--- src/rtl/isp_pkg.sv ---
// Shared types for the camera capture path: FSM encoding and RGB565 field layout.
package isp_pkg;

   localparam int unsigned RGB565_W = 16;
   localparam int unsigned RGB888_W = 24;

   // RGB565 field positions (high byte arrives first on the DVP bus)
   localparam int unsigned R5_MSB = 15;
   localparam int unsigned R5_LSB = 11;
   localparam int unsigned G6_MSB = 10;
   localparam int unsigned G6_LSB = 5;
   localparam int unsigned B5_MSB = 4;
   localparam int unsigned B5_LSB = 0;

   typedef enum logic [1:0] {
      ST_DISABLED = 2'd0,
      ST_SYNC     = 2'd1,
      ST_SKIP     = 2'd2,
      ST_CAPTURE  = 2'd3
   } fsm_state_t;

   typedef struct packed {
      logic [7:0] r;
      logic [7:0] g;
      logic [7:0] b;
   } rgb888_t;

endpackage

--- src/rtl/rgb565_unpack.sv ---
// Combinational RGB565 -> RGB888 expansion by MSB replication.
module rgb565_unpack
   import isp_pkg::*;
(
   input  logic [RGB565_W-1:0] i_pix,
   output rgb888_t             o_rgb_c
);

   logic [4:0] w_r5;
   logic [5:0] w_g6;
   logic [4:0] w_b5;

   assign w_r5 = i_pix[R5_MSB:R5_LSB];
   assign w_g6 = i_pix[G6_MSB:G6_LSB];
   assign w_b5 = i_pix[B5_MSB:B5_LSB];

   // Replicate top bits into the low bits so full-scale stays full-scale
   assign o_rgb_c.r = {w_r5, w_r5[4:2]};
   assign o_rgb_c.g = {w_g6, w_g6[5:4]};
   assign o_rgb_c.b = {w_b5, w_b5[4:2]};

endmodule

--- src/rtl/dvp_frame_writer.sv ---
// DVP camera capture: skips warm-up frames, then streams RGB888 words into the DDR write FIFO.
module dvp_frame_writer
   import isp_pkg::*;
#(
   parameter int unsigned IMAGE_WIDTH  = 800,
   parameter int unsigned IMAGE_HEIGHT = 480,
   parameter int unsigned SKIP_FRAMES  = 10,
   parameter bit          VSYNC_POL    = 1'b1
) (
   input  logic        pixel_clock,
   input  logic        reset,
   input  logic        enable,
   input  logic        cam_vsync,
   input  logic        cam_href,
   input  logic [7:0]  cam_data,
   output logic        wr_load,
   output logic        wfifo_wren,
   output logic [31:0] wfifo_din,
   output logic        frame_done,
   output logic [11:0] xaddr,
   output logic [11:0] yaddr,
   output logic [1:0]  err
);

   localparam int unsigned AW      = 12;
   localparam int unsigned SKIP_CW = 16;

   localparam logic [AW-1:0]      X_END  = AW'(IMAGE_WIDTH);
   localparam logic [AW-1:0]      Y_END  = AW'(IMAGE_HEIGHT);
   localparam logic [AW-1:0]      X_LAST = AW'(IMAGE_WIDTH - 1);
   localparam logic [AW-1:0]      Y_LAST = AW'(IMAGE_HEIGHT - 1);
   localparam logic [SKIP_CW-1:0] SKIP_N = SKIP_CW'(SKIP_FRAMES);

   fsm_state_t         r_state;
   logic               r_vsync;
   logic               r_vsync_d;
   logic               r_href;
   logic               r_href_d;
   logic [7:0]         r_data;
   logic [7:0]         r_hi;
   logic               r_phase;
   logic               r_last;
   logic [SKIP_CW-1:0] r_skip_cnt;

   logic               w_frame_start;
   logic               w_href_fall;
   logic               w_pix_second;
   logic               w_in_window;
   logic [15:0]        w_pix;
   rgb888_t            w_rgb;

   assign w_frame_start = (r_vsync_d == VSYNC_POL) && (r_vsync != VSYNC_POL);
   assign w_href_fall   = r_href_d && !r_href;
   assign w_pix_second  = r_href && r_phase;
   assign w_in_window   = (xaddr < X_END) && (yaddr < Y_END);
   assign w_pix         = {r_hi, r_data};

   rgb565_unpack u_unpack (
      .i_pix   (w_pix),
      .o_rgb_c (w_rgb)
   );

   // Input capture stage plus one-cycle history for edge detection
   always_ff @(posedge pixel_clock) begin
      if (reset) begin
         r_vsync   <= 1'b0;
         r_vsync_d <= 1'b0;
         r_href    <= 1'b0;
         r_href_d  <= 1'b0;
         r_data    <= 8'h00;
      end else begin
         r_vsync   <= cam_vsync;
         r_vsync_d <= r_vsync;
         r_href    <= cam_href;
         r_href_d  <= r_href;
         r_data    <= cam_data;
      end
   end

   // Capture FSM, pixel assembly, address counters and registered outputs
   always_ff @(posedge pixel_clock) begin
      if (reset) begin
         r_state    <= ST_DISABLED;
         r_hi       <= 8'h00;
         r_phase    <= 1'b0;
         r_last     <= 1'b0;
         r_skip_cnt <= '0;
         wr_load    <= 1'b0;
         wfifo_wren <= 1'b0;
         wfifo_din  <= 32'h0;
         frame_done <= 1'b0;
         xaddr      <= '0;
         yaddr      <= '0;
         err        <= 2'b00;
      end else begin
         wr_load    <= 1'b0;
         wfifo_wren <= 1'b0;
         frame_done <= r_last;
         r_last     <= 1'b0;
         r_phase    <= r_href ? ~r_phase : 1'b0;
         if (r_href && !r_phase) begin
            r_hi <= r_data;
         end

         if (!enable) begin
            r_state    <= ST_DISABLED;
            r_skip_cnt <= '0;
            r_phase    <= 1'b0;
            frame_done <= 1'b0;
            xaddr      <= '0;
            yaddr      <= '0;
         end else begin
            case (r_state)
               ST_DISABLED: r_state <= ST_SYNC;

               ST_SYNC: begin
                  if (w_frame_start) begin
                     r_skip_cnt <= '0;
                     if (SKIP_FRAMES == 0) begin
                        // Frame already in flight is partial: park y past the window until next start
                        r_state <= ST_CAPTURE;
                        yaddr   <= Y_END;
                     end else begin
                        r_state <= ST_SKIP;
                     end
                  end
               end

               ST_SKIP: begin
                  if (w_frame_start) begin
                     if (r_skip_cnt + SKIP_CW'(1) == SKIP_N) begin
                        r_state <= ST_CAPTURE;
                        yaddr   <= Y_END;
                     end else begin
                        r_skip_cnt <= r_skip_cnt + SKIP_CW'(1);
                     end
                  end
               end

               ST_CAPTURE: begin
                  if (w_frame_start) begin
                     wr_load <= 1'b1;
                     xaddr   <= '0;
                     yaddr   <= '0;
                     r_phase <= 1'b0;
                     if (yaddr != '0 && yaddr < Y_END) begin
                        err[1] <= 1'b1;
                     end
                  end else begin
                     if (w_pix_second && w_in_window) begin
                        wfifo_wren <= 1'b1;
                        wfifo_din  <= {8'h00, w_rgb};
                        xaddr      <= xaddr + AW'(1);
                        r_last     <= (xaddr == X_LAST) && (yaddr == Y_LAST);
                     end
                     if (w_href_fall) begin
                        if (xaddr != '0 && xaddr < X_END) begin
                           err[0] <= 1'b1;
                        end
                        xaddr <= '0;
                        if (yaddr < Y_END) begin
                           yaddr <= yaddr + AW'(1);
                        end
                     end
                  end
               end
            endcase
         end
      end
   end

endmodule

--- config.mk ---
export PLATFORM = sky130hd
export DESIGN_NAME = dvp_frame_writer
export DESIGN_NICKNAME = d
export VERILOG_FILES = /design/src/rtl/isp_pkg.sv /design/src/rtl/rgb565_unpack.sv /design/src/rtl/dvp_frame_writer.sv
export SDC_FILE = /design/constraint.sdc
export NUM_CORES = 1
export LEC_CHECK = 0
export BUFFER_PORTS_ARGS = -buffer_cell sky130_fd_sc_hd__buf_2
export CORE_MARGIN = 5
export CORE_UTILIZATION = 60
export CTS_BUF_LIST = sky130_fd_sc_hd__clkbuf_2
export DETAILED_ROUTE_END_ITERATION = 12
export HOLD_SLACK_MARGIN = 0.05
export PLACE_DENSITY = 0.85
export SETUP_SLACK_MARGIN = 0.1
export SLEW_MARGIN = 25
export SYNTH_ARGS = -nofsm -noshare
export SYNTH_HDL_FRONTEND = slang
export SYNTH_SLANG_ARGS = --single-unit
--- constraint.sdc ---
create_clock -name pixel_clock -period 6 [get_ports pixel_clock]
set_input_delay 1.5 -clock pixel_clock [delete_from_list [all_inputs] [get_ports pixel_clock]]
set_output_delay 1.5 -clock pixel_clock [all_outputs]
set_load 0.03 [all_outputs]
After elaboration in Yosys (flattened, before gate mapping)
Cells that the tools add are included.

word-level totals
  register bits after elaboration = 93
  input bits = 13
  output and inout bits = 61

cells by class
  $add $sub $neg = 3
  $lt $le $gt $ge = 2
  equal/unequal tests = 12
  mux-type cells = 22
  bitwise operators = 6
  reductions and logical operators = 29

operators by type and width
  cell                                                                             count
  12-bit 2-to-1 mux                                                                8
  16-bit 2-to-1 mux                                                                3
  16-bit case mux with 2 select lines                                              1
  12-bit by 1-bit adder with 12-bit output (second input constant)                 2
  12-bit case mux with 2 select lines                                              1
  12-bit nonzero test                                                              2
  16-bit by 1-bit adder with 16-bit output (second input constant)                 1
  16-bit by 4-bit == test with 1-bit output (second input constant)                1
  4-bit AND reduction                                                              4
  12-bit by 10-bit == test with 1-bit output (second input constant)               1
  12-bit by 9-bit == test with 1-bit output (second input constant)                1
  12-bit by 10-bit less-than comparator with 1-bit output (second input constant)  1
  12-bit by 9-bit less-than comparator with 1-bit output (second input constant)   1
  5-bit AND reduction                                                              2
  1-bit logical AND                                                                9
  2-bit != test (second input constant)                                            4
  2-bit 2-to-1 mux                                                                 3
  3-bit != test (second input constant)                                            2
  1-bit NOT                                                                        6
  2-bit case mux with 3 select lines                                               1
  3-bit nonzero test                                                               2
  1-bit 2-to-1 mux                                                                 5
  5-bit OR reduction                                                               1
  2-bit == test (second input constant)                                            2
  8 further kinds                                                                  10

Logic depth before layout (Yosys ltp)
  depth after elaboration = 6
  gate-level depth with buffers = 10

By module
From an unflattened synthesis, not the netlist that was laid out.

unflattened totals
  cell total of the unflattened synthesis = 556
  area, all modules = 4554.4 um^2

by module, submodules not included
  module            instances  cells an instance  area an instance (um^2)
  dvp_frame_writer  1          532                4374.2
  rgb565_unpack     1          24                 180.2

Worst setup path after synthesis
Ideal clock, no wire load.

  path kind = input-to-reg
  start = input port enable
  end = register r_skip_cnt[11]
  data arrival time = 2.528 ns
  path slack = 3.352 ns
  stages = 6
  cell sequence = nor2b_1 clkbuf_1 nand3_1 clkbuf_1 nor3_1 a211o_1

on the way
  longest elaborated chain between the ends = 2

RTL lines
  what                                 line                     RTL
  start, declared                      dvp_frame_writer.sv:12   input logic enable,
  1-bit NOT (no source line)           -
  2-bit OR reduction (no source line)  -
  end signal, assigned                 dvp_frame_writer.sv:135  r_skip_cnt <= r_skip_cnt + SKIP_CW'(1);
  end, declared                        dvp_frame_writer.sv:43   logic [SKIP_CW-1:0] r_skip_cnt;

No other way between the ends.
A chain may end at the register's enable or synchronous reset.

Final worst setup path
  start = input port reset
  end = register r_skip_cnt[4]

on the way
  longest elaborated chain between the ends = 1

RTL lines
  what                                 line                    RTL
  start, declared                      dvp_frame_writer.sv:11  input logic reset,
  2-bit OR reduction (no source line)  -

No other way between the ends.

==> impl_results.md <==
* Cells after DPL at 609
* Max Slew Vio Count at 0
* I/O pin cnt at 74
* Total grt overflow at 0
* Most common flop cell mapped by yosys: dfxtp_1
* Post CTS Setup Buffer Count at 0
* Initial antenna violation count at 0
* Routed Antenna Nets at 0
* WL final at 8820 um
* Deepest clock path buffer count at 2
* Cell Rows at 30
* Outcome: completed
* Max FO, Critical Path at 42
* Fin nets at 564
* Total negative slack at 0 ns
* DIE AREA at 8620 um2
* Post-route DRC at 0
* Placeable Area at 6720 um2
* Yosys top cell area share at 41.3%
* Fmax at 0.325 GHz
* WL per Instance at 14.1 um
* CP Launch Point: reset
* Min-Delay Path Class: reg -> reg
* Multiplexer share of the synthesized area at 0.729%
* CTS Hold Bufs at 0
* Synth Area in Adders at 3.34%
* Highest-delay cell along the critical path: nand2b_1
* Die width at 92.9 um
* Mapped cell area at 4120 um2
* Drt pass-1 iters at 4
* Largest net degree at the start of global routing at 43
* CTS H-tree lvls at 3
* CTS tree: built
* Port bufs at 65
* RSZ-0062 raised after global routing: no
* Post-CTS sizing at 0
* CP Data Arrival Time at 3.52 ns
* List of most frequent post-synthesis cells: dfxtp_1 (85), nand2_1 (84), nor2_1 (36), a21oi_1 (30), nand3_1 (20)
* Distinct cells, synth at 56
* Vias after detailed routing at 3629
* Via/cell ratio at 5.81
* Cell accounting for the most synthesized area: dfxtp_1
* N_diodes at 0
* Worst Setup Start Kind: input port
* Starting density of the core at 61.3%
* Avg Inst Size Synth at 8.19 um2
* Seq cells post-synth at 85
* RR Startpoint: r_skip_cnt[0]$_SDFFE_PP0P_
* WP data required at 6.45 ns
* Post-synth EDFFs at 0
* Mapped Cells at 503
* Post-Route Skew at 0.0287 ns
* First-pass GRT wire length at 14800 um
* Final min period at 3.07 ns
* Post-Route Utilization at 66.4%
* Synth Area in XOR/XNOR at 2.55%
* DP HPWL at 6280 um
* Setup CP Type: in -> reg
* Worst vdd ir at 0.0966 mV
* CTS sink cnt at 85
* CTS root buf: clkbuf_2
* Main combinational cell family by area after synthesis: simple AND/OR/NAND/NOR gates
* Slew headroom at 40.1%
* Share of cells above drive strength 1 at 16.1%
* Seq/Total Area, Yosys at 41.3%
* Final cell count without fillers at 625
* Leak at 1.88 nW
* CP endpoint kind: flop
* Power density over the cells at 220 nW/um2
* Post-synthesis simple-gate area fraction at 27.8%
* Most numerous cell in the Yosys netlist: dfxtp_1
* GPL Wtd Cong at 0.835
* GRT Total Usage at 20.7%
* Hold_sp: r_data[1]$_SDFF_PP0_
* Worst-Margin Slew at 0.896 ns
* Die Height at 92.9 um
* Max incr delay on CP at 0.58 ns
* Register clock-pin slew on the reported worst setup and hold paths at 0.26 ns
* Total CTS buffers at 9
* Final worst path period share at 51.2%
* Starting DRC count in detailed routing at 213
* Top post-synthesis cells by area: dfxtp_1 (41%), nand2_1 (7.7%), a21oi_1 (3.6%)
* Final-report hold violation count at 0
* Vias in the first global route at 3300
* Asr flop ratio synth at 0%
* Skew-Pair Late Insertion Delay at 0.53 ns
* CP cell instances: buf_2 > nand2b_1 > nor2_1 > and3_1 > a211o_1
* Layout area overhead at 8.23%
* Final setup viols at 0
* Compound-cell area share of the yosys netlist at 16.4%
* Max-cap violation count at 0
* Warnings from Yosys at 0
## per-stage QoR
stage,worst slack [ns],cell area [um2],power [W],hold WS (ns)
4_1_cts,2.49,4460,0.000984,0.438
2_1_floorplan,3.35,4150,0.000627,0.406
5_1_grt,2.80,4460,0.00102,0.479
6_report,2.93,4460,0.000980,0.431
3_3_place_gp,2.06,4310,0.000633,0.439
3_5_place_dp,1.96,4310,0.000634,0.432
## final timing paths
check | endpoint | slack, ns | depth (start not counted)
max | r_skip_cnt[4]$_SDFFE_PP0P_ | 2.93 | 5
min | wfifo_din[4]$_SDFFE_PP0P_ | 0.43 | 2
max reg2reg | yaddr[2]$_SDFFE_PP0P_ | 3.03 | 8
min reg2reg | wfifo_din[4]$_SDFFE_PP0P_ | 0.43 | 2
## registers in the layout, summed over array words and instances, names as in the netlist, 2 cells and up
register / cells
err: 2
r_data: 8
xaddr: 12
r_skip_cnt: 16
wfifo_din: 16
r_hi: 8
yaddr: 12
r_state: 2
## report_power, final
group	switching (W)	internal (W)	total (W)
sequential	0.00000524	0.000574	0.000579
combinational	0.0000320	0.0000133	0.0000453
clock	0.000211	0.000145	0.000355
## routing by layer
layer / GRT usage (%) / wire length (um) / up-vias
met2: 34.9 / 4350 / 106
li1: - / - / 1805
met1: 26.1 / 3900 / 1703
met3: 4.06 / 449 / 15
met5: 0 / 0 / -
met4: 7.81 / 122 / 0
## worst max-delay path, delay by kind of cell
kind / cells / cell delay (ns)
and+or+nand+nor: 3 / 1.21
buffers and inverters: 1 / 0.53
AOI/OAI and AO/OA: 1 / 0.26
## cells in the final DEF, fill, tap and decap left out, types with 6 or more instances in the layout
cell	synthesis	routed
o211ai_1	8	8
and3_1	17	17
nor2b_1	17	16
nand3_1	20	20
nand4_1	10	10
buf_2	7	65
inv_1	15	15
ha_1	11	11
conb_1	1	8
xor2_1	7	7
dfxtp_1	85	85
a21oi_1	30	30
a31oi_1	7	7
nor2_1	36	36
a211o_1	9	9
or3_1	6	6
nand2_1	84	84
o21ai_0	16	16
clkbuf_2	1	9
nor3_1	11	11
## kinds of logic after synthesis
logic type	count (synthesis)
DFF	85
and+or+nand+nor	230
AOI/OAI and AO/OA	100
other	1
adders and majority gates	11
buffers and inverters	61
muxes	3
xor gates and xnor gates	12
## area by class of cell
type / count / area, um2
flip-flops and latches: 85 / 1700
inverters: 15 / 56.3
fillers: 566 / 2260
repair buffers: 65 / 325
well taps: 80 / 100
clock buffers: 9 / 45.0
clock inverters: 7 / 105
multi-input cells: 364 / 2120
Note: power is estimated with default switching activity, not from simulation.
